$ cat src/rtl/uart_tx_if.sv
// rtl/uart_tx_if.sv - word handshake between a producer and uart_tx
interface uart_tx_if #(
   parameter int DATA_BITS = 8
);
   logic [DATA_BITS-1:0] tx_data;
   logic                 tx_valid;
   logic                 tx_ready;

   modport master (output tx_data, output tx_valid, input tx_ready);
   modport slave  (input tx_data, input tx_valid, output tx_ready);
endinterface

$ cat src/rtl/uart_tx.sv
// rtl/uart_tx.sv - async serial transmitter with one-word holding register
module uart_tx #(
   parameter int DATA_BITS = 8,
   parameter int PARITY    = 0,
   parameter int STOP_BITS = 1
) (
   input  logic     clk_in,
   input  logic     reset,
   input  logic     baud_tick,
   uart_tx_if.slave tx_if,
   output logic     tx,
   output logic     tx_busy
);
   localparam logic [2:0] ST_IDLE   = 3'd0;
   localparam logic [2:0] ST_START  = 3'd1;
   localparam logic [2:0] ST_DATA   = 3'd2;
   localparam logic [2:0] ST_PARITY = 3'd3;
   localparam logic [2:0] ST_STOP   = 3'd4;

   localparam logic [3:0] LAST_DATA = 4'(DATA_BITS - 1);
   localparam logic [3:0] LAST_STOP = 4'(STOP_BITS - 1);

   logic [2:0]           state_q, state_d;
   logic [DATA_BITS-1:0] hold_q, hold_d;
   logic [DATA_BITS-1:0] shift_q, shift_d;
   logic                 hold_full_q, hold_full_d;
   logic                 parity_q, parity_d;
   logic                 tx_q, tx_d;
   logic [3:0]           bit_cnt_q, bit_cnt_d;
   logic                 accept;
   logic                 last_stop;
   logic                 launch;

   assign accept    = tx_if.tx_valid && !hold_full_q;
   assign last_stop = (state_q == ST_STOP) && (bit_cnt_q == LAST_STOP);
   // Launching from the last stop bit is what makes back-to-back frames gapless.
   assign launch    = baud_tick && hold_full_q && ((state_q == ST_IDLE) || last_stop);

   always_comb begin
      state_d     = state_q;
      hold_d      = hold_q;
      hold_full_d = hold_full_q;
      shift_d     = shift_q;
      parity_d    = parity_q;
      tx_d        = tx_q;
      bit_cnt_d   = bit_cnt_q;

      if (accept) begin
         hold_d      = tx_if.tx_data;
         hold_full_d = 1'b1;
      end

      if (launch) begin
         shift_d     = hold_q;
         parity_d    = (PARITY == 1) ? ~^hold_q : ^hold_q;
         hold_full_d = 1'b0;
         state_d     = ST_START;
         tx_d        = 1'b0;
         bit_cnt_d   = 4'd0;
      end else if (baud_tick) begin
         case (state_q)
            ST_IDLE: begin
               tx_d = 1'b1;
            end
            ST_START: begin
               state_d   = ST_DATA;
               tx_d      = shift_q[0];
               bit_cnt_d = 4'd0;
            end
            ST_DATA: begin
               if (bit_cnt_q == LAST_DATA) begin
                  bit_cnt_d = 4'd0;
                  if (PARITY != 0) begin
                     state_d = ST_PARITY;
                     tx_d    = parity_q;
                  end else begin
                     state_d = ST_STOP;
                     tx_d    = 1'b1;
                  end
               end else begin
                  shift_d   = shift_q >> 1;
                  tx_d      = shift_q[1];
                  bit_cnt_d = bit_cnt_q + 4'd1;
               end
            end
            ST_PARITY: begin
               state_d   = ST_STOP;
               tx_d      = 1'b1;
               bit_cnt_d = 4'd0;
            end
            ST_STOP: begin
               if (last_stop) begin
                  state_d   = ST_IDLE;
                  tx_d      = 1'b1;
                  bit_cnt_d = 4'd0;
               end else begin
                  bit_cnt_d = bit_cnt_q + 4'd1;
               end
            end
            default: begin
               state_d   = ST_IDLE;
               tx_d      = 1'b1;
               bit_cnt_d = 4'd0;
            end
         endcase
      end
   end

   always_ff @(posedge clk_in) begin
      if (reset) begin
         state_q     <= ST_IDLE;
         hold_q      <= '0;
         hold_full_q <= 1'b0;
         shift_q     <= '0;
         parity_q    <= 1'b0;
         tx_q        <= 1'b1;
         bit_cnt_q   <= 4'd0;
      end else begin
         state_q     <= state_d;
         hold_q      <= hold_d;
         hold_full_q <= hold_full_d;
         shift_q     <= shift_d;
         parity_q    <= parity_d;
         tx_q        <= tx_d;
         bit_cnt_q   <= bit_cnt_d;
      end
   end

   assign tx             = tx_q;
   assign tx_busy        = (state_q != ST_IDLE);
   assign tx_if.tx_ready = !hold_full_q;
endmodule

$ cat src/flat_wrapper.sv
// flat-port wrapper written by rule: the top's interface ports become plain ports
module uart_tx_flat 
#(
   parameter int DATA_BITS = 8,
   parameter int PARITY    = 0,
   parameter int STOP_BITS = 1
)
  (clk_in, reset, baud_tick, tx, tx_busy, tx_if_tx_data, tx_if_tx_valid, tx_if_tx_ready);
  uart_tx_if #(.DATA_BITS(DATA_BITS)) tx_if_i ();
  input  logic clk_in;
  input  logic reset;
  input  logic baud_tick;
  output logic tx;
  output logic tx_busy;
  input wire logic [$bits(tx_if_i.tx_data)-1:0] tx_if_tx_data;
  input wire logic [$bits(tx_if_i.tx_valid)-1:0] tx_if_tx_valid;
  output wire logic [$bits(tx_if_i.tx_ready)-1:0] tx_if_tx_ready;
  assign tx_if_i.tx_data = tx_if_tx_data;
  assign tx_if_i.tx_valid = tx_if_tx_valid;
  assign tx_if_tx_ready = tx_if_i.tx_ready;
  uart_tx #(.DATA_BITS(DATA_BITS), .PARITY(PARITY), .STOP_BITS(STOP_BITS)) u_core (.clk_in(clk_in), .reset(reset), .baud_tick(baud_tick), .tx_if(tx_if_i), .tx(tx), .tx_busy(tx_busy));
endmodule
$ cat config.mk
export PLATFORM = sky130hd
export DESIGN_NAME = uart_tx_flat
export DESIGN_NICKNAME = d
export VERILOG_FILES = /design/src/rtl/uart_tx_if.sv /design/src/rtl/uart_tx.sv /design/src/flat_wrapper.sv
export SDC_FILE = /design/constraint.sdc
export NUM_CORES = 1
export LEC_CHECK = 0
export ABC_AREA = 0
export BUFFER_PORTS_ARGS = -buffer_cell sky130_fd_sc_hd__buf_2
export CAP_MARGIN = 20
export CORE_ASPECT_RATIO = 1.4
export CORE_MARGIN = 3
export CORE_UTILIZATION = 56
export CTS_BUF_LIST = sky130_fd_sc_hd__clkbuf_16
export DETAILED_ROUTE_END_ITERATION = 8
export PLACE_DENSITY_LB_ADDON = 0.05
export SLEW_MARGIN = 0
export SYNTH_ARGS = -nofsm -noshare
export SYNTH_HDL_FRONTEND = slang
export SYNTH_SLANG_ARGS = --single-unit
$ cat constraint.sdc
create_clock -name clk_in -period 2.3 [get_ports clk_in]
set_clock_uncertainty 0.2 [all_clocks]
set_input_delay 0.23 -clock clk_in [delete_from_list [all_inputs] [get_ports clk_in]]
set_output_delay 0.23 -clock clk_in [all_outputs]
set_load 0.05 [all_outputs]
==> results of run 1 <==
-- metal layers --
layer / GRT usage, % / vias to the layer above
met5: 0 / -
met4: 9.62 / 0
met3: 2.63 / 5
met2: 32.0 / 20
met1: 23.8 / 449
li1: - / 499
-- final cells by class --
type,count,area [um2]
fillers,164,654
multi-input cells,94,642
flip-flops and latches,25,500
repair buffers,17,92.6
clock buffers,3,75.1
inverters,7,26.3
well taps,21,26.3
clock inverters,1,3.75
-- worst max path at each step --
stage / slack, ns / from / cells after the start / endpoint
after floorplan: 0.62 / u_core.bit_cnt_q[0] / 7 / u_core.shift_q[6]
after global placement: 0.43 / u_core.bit_cnt_q[0] / 6 / u_core.bit_cnt_q[1]
after detailed placement: 0.38 / u_core.bit_cnt_q[0] / 6 / u_core.bit_cnt_q[0]
after CTS: 0.32 / u_core.bit_cnt_q[0] / 6 / u_core.state_q[2]
after global routing: 0.13 / u_core.bit_cnt_q[0] / 6 / u_core.bit_cnt_q[1]
final: 0.34 / u_core.bit_cnt_q[0] / 6 / u_core.bit_cnt_q[1]
-- critical path, stage by stage, from the launching register on --
cell	delay, ns
dfxtp_1	0.38
inv_1	0.08
ha_1	0.20
nor3b_4	0.17
nor4_1	0.47
o211ai_1	0.21
a21oi_1	0.17
-- Yosys cell counts (2+ instances only) --
| library cell | n |
|---|---|
| ha_1 | 2 |
| buf_6 | 2 |
| dfxtp_1 | 25 |
| nand2b_1 | 2 |
| nand2_1 | 7 |
| nand3_1 | 2 |
| o21ai_0 | 4 |
| inv_1 | 6 |
| a211oi_1 | 8 |
| buf_2 | 3 |
| nor2_1 | 22 |
| nor3_1 | 2 |
| clkbuf_1 | 2 |
| mux2i_1 | 14 |
| a21oi_1 | 9 |
| o211ai_1 | 2 |
-- through the flow --
stage / total power (uW) / util (%) / instances / cell area, um2
3_3_place_gp: 597 / 63.7 / 164 / 1290
6_report: 957 / 67.6 / 168 / 1370
4_1_cts: 969 / 67.6 / 168 / 1370
3_5_place_dp: 600 / 63.7 / 164 / 1290
5_1_grt: 999 / 67.6 / 168 / 1370
2_1_floorplan: 573 / - / 133 / 1210
-- layout by cell type, fill, tap and decap left out, types with 2 or more instances in the layout --
master / instances
dfxtp_1: 25
nor2_1: 22
mux2i_1: 14
buf_2: 14
a21oi_1: 9
a211oi_1: 8
inv_1: 7
nand2_1: 7
o21ai_0: 4
clkbuf_16: 3
buf_4: 3
o211ai_1: 2
nand2b_1: 2
nand3_1: 2
nor3_1: 2
ha_1: 2
-- registers in the layout, indices dropped and copies added, names as in the netlist --
signal / flops
u_core.tx: 1
u_core.state_q: 3
u_core.hold_q: 8
u_core.shift_q: 8
u_core.bit_cnt_q: 4
u_core.hold_full_q: 1
-- logic make-up after synthesis --
| group | synth area share, % |
|---|---|
| multiplexers | 11.5 |
| buffers and inverters | 5.88 |
| flip-flops | 41.2 |
| AND/OR/NAND/NOR | 21.7 |
| AO/OA/AOI/OAI | 17.6 |
| adder cells (fa/ha/maj) | 2.06 |
-- where the power goes --
group	switching [uW]	total [uW]	internal [uW]
combinational	71.6	119	47.5
sequential	15.6	472	456
clock	135	366	232
total	222	957	736
==> metrics.md, run 1 <==
| Metric | Value |
|---|---|
| Outcome | completed |
| Fraction of layout instances using a drive strength above 1 | roughly 16% |
| Min cycle time layout | approximately 2 ns |
| Post-synth EDFFs | 0 |
| Row count | 19 |
| Worst Hold Launch | tx_if_tx_data[7] |
| Clock Sinks | 25 |
| Hold endpoint | u_core.hold_q[7] |
| Distinct cells, synth | 37 |
| Maxcap violations | 0 |
| Place WS | approximately 0.38 ns |
| Port Buffer Count | 14 |
| Crit start category | flip-flop |
| Die Y | 61.1 um |
| Met1 Routed Length | 968 um |
| Reg2Reg Setup Slack | 0.34 ns |
| Via/cell ratio | 5.79 |
| Dominant cell type by area after synthesis | dfxtp_1 |
| VDD IR max | 0.000596 V |
| CTS Buffer Depth | 2 |
| I/O pin count | 15 |
| Final net count | 162 |
| RSZ-0062 raised after global routing | false |
| Routed WL per cell | 13.3 um |
| Max Clock Freq | 510 MHz |
| Crit share post-route | 85.3% |
| Area contributors post-synth | dfxtp_1 (41%), mux2i_1 (12%), nor2_1 (6.8%) |
| Met3 wire len | 67 um |
| Clock Latency Late Sink | 0.25 ns |
| GP Congestion | 0.861 |
| CTS Buf Count | 3 |
| P per Cell Area | 701 nW/um2 |
| Slew headroom | 59.4% |
| Detailed Route Iter0 Violations | 12 |
| Worst-case reg-to-reg path depth | 6 |
| Vias | 973 |
| Area of the mapped netlist | approximately 1200 um2 |
| FF-to-FF End | u_core.bit_cnt_q[1] |
| Initial Util | roughly 60% |
| Fin worst setup slack | 0.338 ns |
| Worst Hold Class | input pin to flip-flop |
| H-tree depth | 1 |
| Dpl hpwl | 1570 um |
| Fin. Hold Viols | 0 |
| Worst-path clk slew | 0.06 ns |
| Core ar. | 2020 um2 |
| # DRC | 0 |
| Worst slew pin tran | around 0.60 ns |
| Critical path class | flip-flop to flip-flop |
| Syn-to-layout area delta | 12.6% |
| Grt total ovfl | 0 |
| Hold buffer count at CTS | 0 |
| Root buf cell | clkbuf_16 |
| Routed Antenna Nets | 0 |
| Dominant synthesized flop cell | dfxtp_1 |
| Die ar. | 2770 um2 |
| Ant diodes | 0 |
| Initial antenna violation count | 0 |
| Post-CTS setup buffer count | 0 |
| Fin Setup TNS | 0 ns |
| Synth Warn # | 0 |
| WP data arrival | 1.94 ns |
| WL final | 2230 um |
| DR top layer | met4 |
| Worst Hold Path Cells | 3 |
| Max-slew violation count | 0 |
| Sequential cell area fraction in the yosys report | roughly two fifths |
| Die width | 45.3 um |
| Synth Instances | 133 |
| Syn Area/Cell | 9.13 um2 |
| Leak | slightly below 0.0006 uW |
| Final setup violation count | 0 |
| Register bit total from synthesis | 25 |
| Final Hold Slack | 0.00244 ns |
| Gr usage total | a little under a fifth |
| Crit-path max FO | 5 |
| DRT Pass-1 Iters | 5 |
| PostCTS Resize Cnt | 0 |
| Worst reg2reg startpoint | u_core.bit_cnt_q[0] |
| Ys async rst share | 0% |
| Global-route wire length before repair | 4000 um |
| Synth top area share | approximately two fifths |
| CTS tree | yes |
| Critical Path End Type | flip-flop |
| Largest net degree at the start of global routing | 20 |
| Mapped Nets | ~150 |
| CP required | 2.28 ns |
| Routed wl met2 | between 1000 and 1500 um |
| Vias in the first global route | 965 |
(Power assumes the default switching activity.)
==> inputs of run 2 (changes only) <==
--- a/config.mk
+++ b/config.mk
@@ -13,6 +13,7 @@
 export CORE_UTILIZATION = 56
 export CTS_BUF_LIST = sky130_fd_sc_hd__clkbuf_16
 export DETAILED_ROUTE_END_ITERATION = 8
+export HOLD_SLACK_MARGIN = 0.15
 export PLACE_DENSITY_LB_ADDON = 0.05
 export SLEW_MARGIN = 0
 export SYNTH_ARGS = -nofsm -noshare
==> run 2 against run 1 <==
Core utilization increased by 7.4 points. Wire length increased by 15%. Worst hold slack improved by 0.16 ns. Largest cell class unchanged. Register-to-register slack about the same. Final cell count increased by 8.9%. Flip-flop and latch count unchanged. Sequential share of layout area decreased by 3.6 points. Largest power group unchanged.
==> metrics.md, run 2 (synthesis gave the netlist of run 1 again) <==
| Metric | Value |
|---|---|
| CP max stage delay | 0.55 ns (+0.08 ns) |
| Most frequent cells in the layout | dfxtp_1 (25), nor2_1 (22), dlygate4sd3_1 (15) |
| Fin. Hold Viols | 0 (unchanged) |
| Critical path class | input pin to flip-flop |
| WL final | 2560 um (+15%) |
| Crit start category | input pin |
| Top Registers | u_core.hold_q (8), u_core.shift_q (8), u_core.bit_cnt_q (4) |
| Root buf cell | clkbuf_16 |
| WP data arrival | 2.13 ns (+0.19 ns) |
| Grt total ovfl | 0 (unchanged) |
| Final setup violation count | 0 (unchanged) |
| Busiest grt layer | met2 |
| Fin Setup TNS | 0 ns (unchanged) |
| Fin cells | 183 (+8.9%) |
| P per Cell Area | 650 nW/um2 (-7.2%) |
| Worst-case reg-to-reg path depth | 6 (unchanged) |
| Global-route wire length before repair | 4380 um (+9.7%) |
| Met1 usage | 25.9% (+2.0 points) |
| Most frequent CP cell | dlygate4sd3_1 |
| CP required | 2.25 ns (-0.03 ns) |
| CTS Buffer Depth | 2 (unchanged) |
| Outcome | completed |
| # fillers | 140 (-15%) |
| Crit path max-delay family | buffers and inverters |
| Worst Path Buf+Inv | 4 (+3) |
| Max Clock Freq | 458 MHz (-10%) |
| I/O pin count | 15 (unchanged) |
| Slew headroom | 59.9% (+0.49 points) |
| Worst Hold Class | input pin to flip-flop |
| Met3 usage | 2.63% (unchanged) |
| Crit share post-route | 94.9% (+9.6 points) |
| Pwr Total | 986 uW (+3.0%) |
| Gr usage total | 21.3% (+2.2 points) |
| Worst-path clk slew | 0.06 ns (about the same) |
| Leak | 0.000663 uW (+13%) |
| CP max stage cell | dlygate4sd3_1 |
| Core ar. | 2020 um2 (unchanged) |
| Initial antenna violation count | 0 (unchanged) |
| Min cycle time layout | 2.18 ns (+0.221 ns) |
| Routed WL per cell | 14.0 um (+5.3%) |
| Die Y | 61.1 um (unchanged) |
| # placed instances | 164 (unchanged) |
| Clock Latency Late Sink | 0.25 ns (about the same) |
| Syn-to-layout area delta | 24.9% |
| Grt met2 use | 37.0% (+5.1 points) |
| Initial Util | 60.1% (unchanged) |
| Row count | 19 (unchanged) |
| CTS tree | yes |
| Worst Hold Path Cells | 2 (-1) |
| Vias in the first global route | 1039 (+7.7%) |
| Ant diodes | 0 (unchanged) |
| Die width | 45.3 um (unchanged) |
| Final net count | 177 (+9.3%) |
| Final core occ | 75.0% (+7.4 points) |
| Crit-path max FO | 9 (+4) |
| RSZ-0062 raised after global routing | false |
| WP depth | 7 (+1) |
| Port Buffer Count | 14 (unchanged) |
| DRT Pass-1 Iters | 4 (-1) |
| Vias | 1044 (+7.3%) |
| Fraction of layout instances using a drive strength above 1 | 14.8% (-1.5 points) |
| CTS Buf Count | 3 (unchanged) |
| # DRC | 0 (unchanged) |
| Maxcap violations | 0 (unchanged) |
| Largest net degree at the start of global routing | 20 (unchanged) |
| Clock Sinks | 25 (unchanged) |
| GP Congestion | 0.861 (unchanged) |
| Post-CTS setup buffer count | 0 (unchanged) |
| Dpl hpwl | 1570 um (unchanged) |
| Via/cell ratio | 5.70 (-1.5%) |
| Die ar. | 2770 um2 (unchanged) |
| Max-slew violation count | 0 (unchanged) |
| Most common cell after layout, fill and taps aside | dfxtp_1 |
| Critical Path End Type | flip-flop |
| VDD IR max | 0.000615 V (+3.2%) |
| Routed Antenna Nets | 0 (unchanged) |
| Worst slew pin tran | 0.596 ns (-0.00728 ns) |
| Detailed Route Iter0 Violations | 25 (+13) |
| H-tree depth | 1 (unchanged) |
| Worst path cell trace | dlygate4sd3_1, buf_2, nor2b_1, buf_4, mux2i_1, nor2_1, dlygate4sd3_1 |
-- run 2: stage by stage --
step	area (um2)	hold slack, ns	worst slack (ns)
finish	1520	0.159	0.117
detailed placement	1290	0.262	0.377
global placement	1290	0.255	0.433
floorplan	1210	0.146	0.622
CTS	1520	0.151	0.262
global route	1520	0.187	0.0558
-- run 2: power by group --
part | internal (uW) | switching, uW | leakage, uW
logic | 65.3 | 78.0 | 0.000416
clock network | 232 | 138 | 0.0000423
registers | 456 | 16.4 | 0.000204
-- run 2: routing by layer --
metal  wire length, um  share of wire (%)
met1              1080                 42
met2              1380                 54
met3                64                2.5
met4                35                1.4
met5                 0                  0
-- run 2: worst paths after layout --
kind / startpoint / end / slack, ns
setup / recovery: tx_if_tx_valid / u_core.hold_q[1] / 0.12
hold / removal: reset / u_core.hold_q[4] / 0.16
setup reg to reg: u_core.bit_cnt_q[0] / u_core.bit_cnt_q[1] / 0.33
hold reg to reg: u_core.shift_q[7] / u_core.shift_q[7] / 0.27
-- run 2: cell type report --
type                       instances  area [um2]  share of cell area, %
sequential                        25         500                   33.0
clock buffer                       3        75.1                   4.95
clock inverter                     1        3.75                  0.248
timing repair buffer              32         243                   16.0
inverter                           7        26.3                   1.73
multi-input combinational         94         642                   42.3
tap                               21        26.3                   1.73
-- run 2: timing repair --
action	in CTS	in global routing
resized for setup	0	0
hold buffers	15	0
hold endpoints to repair	9	0
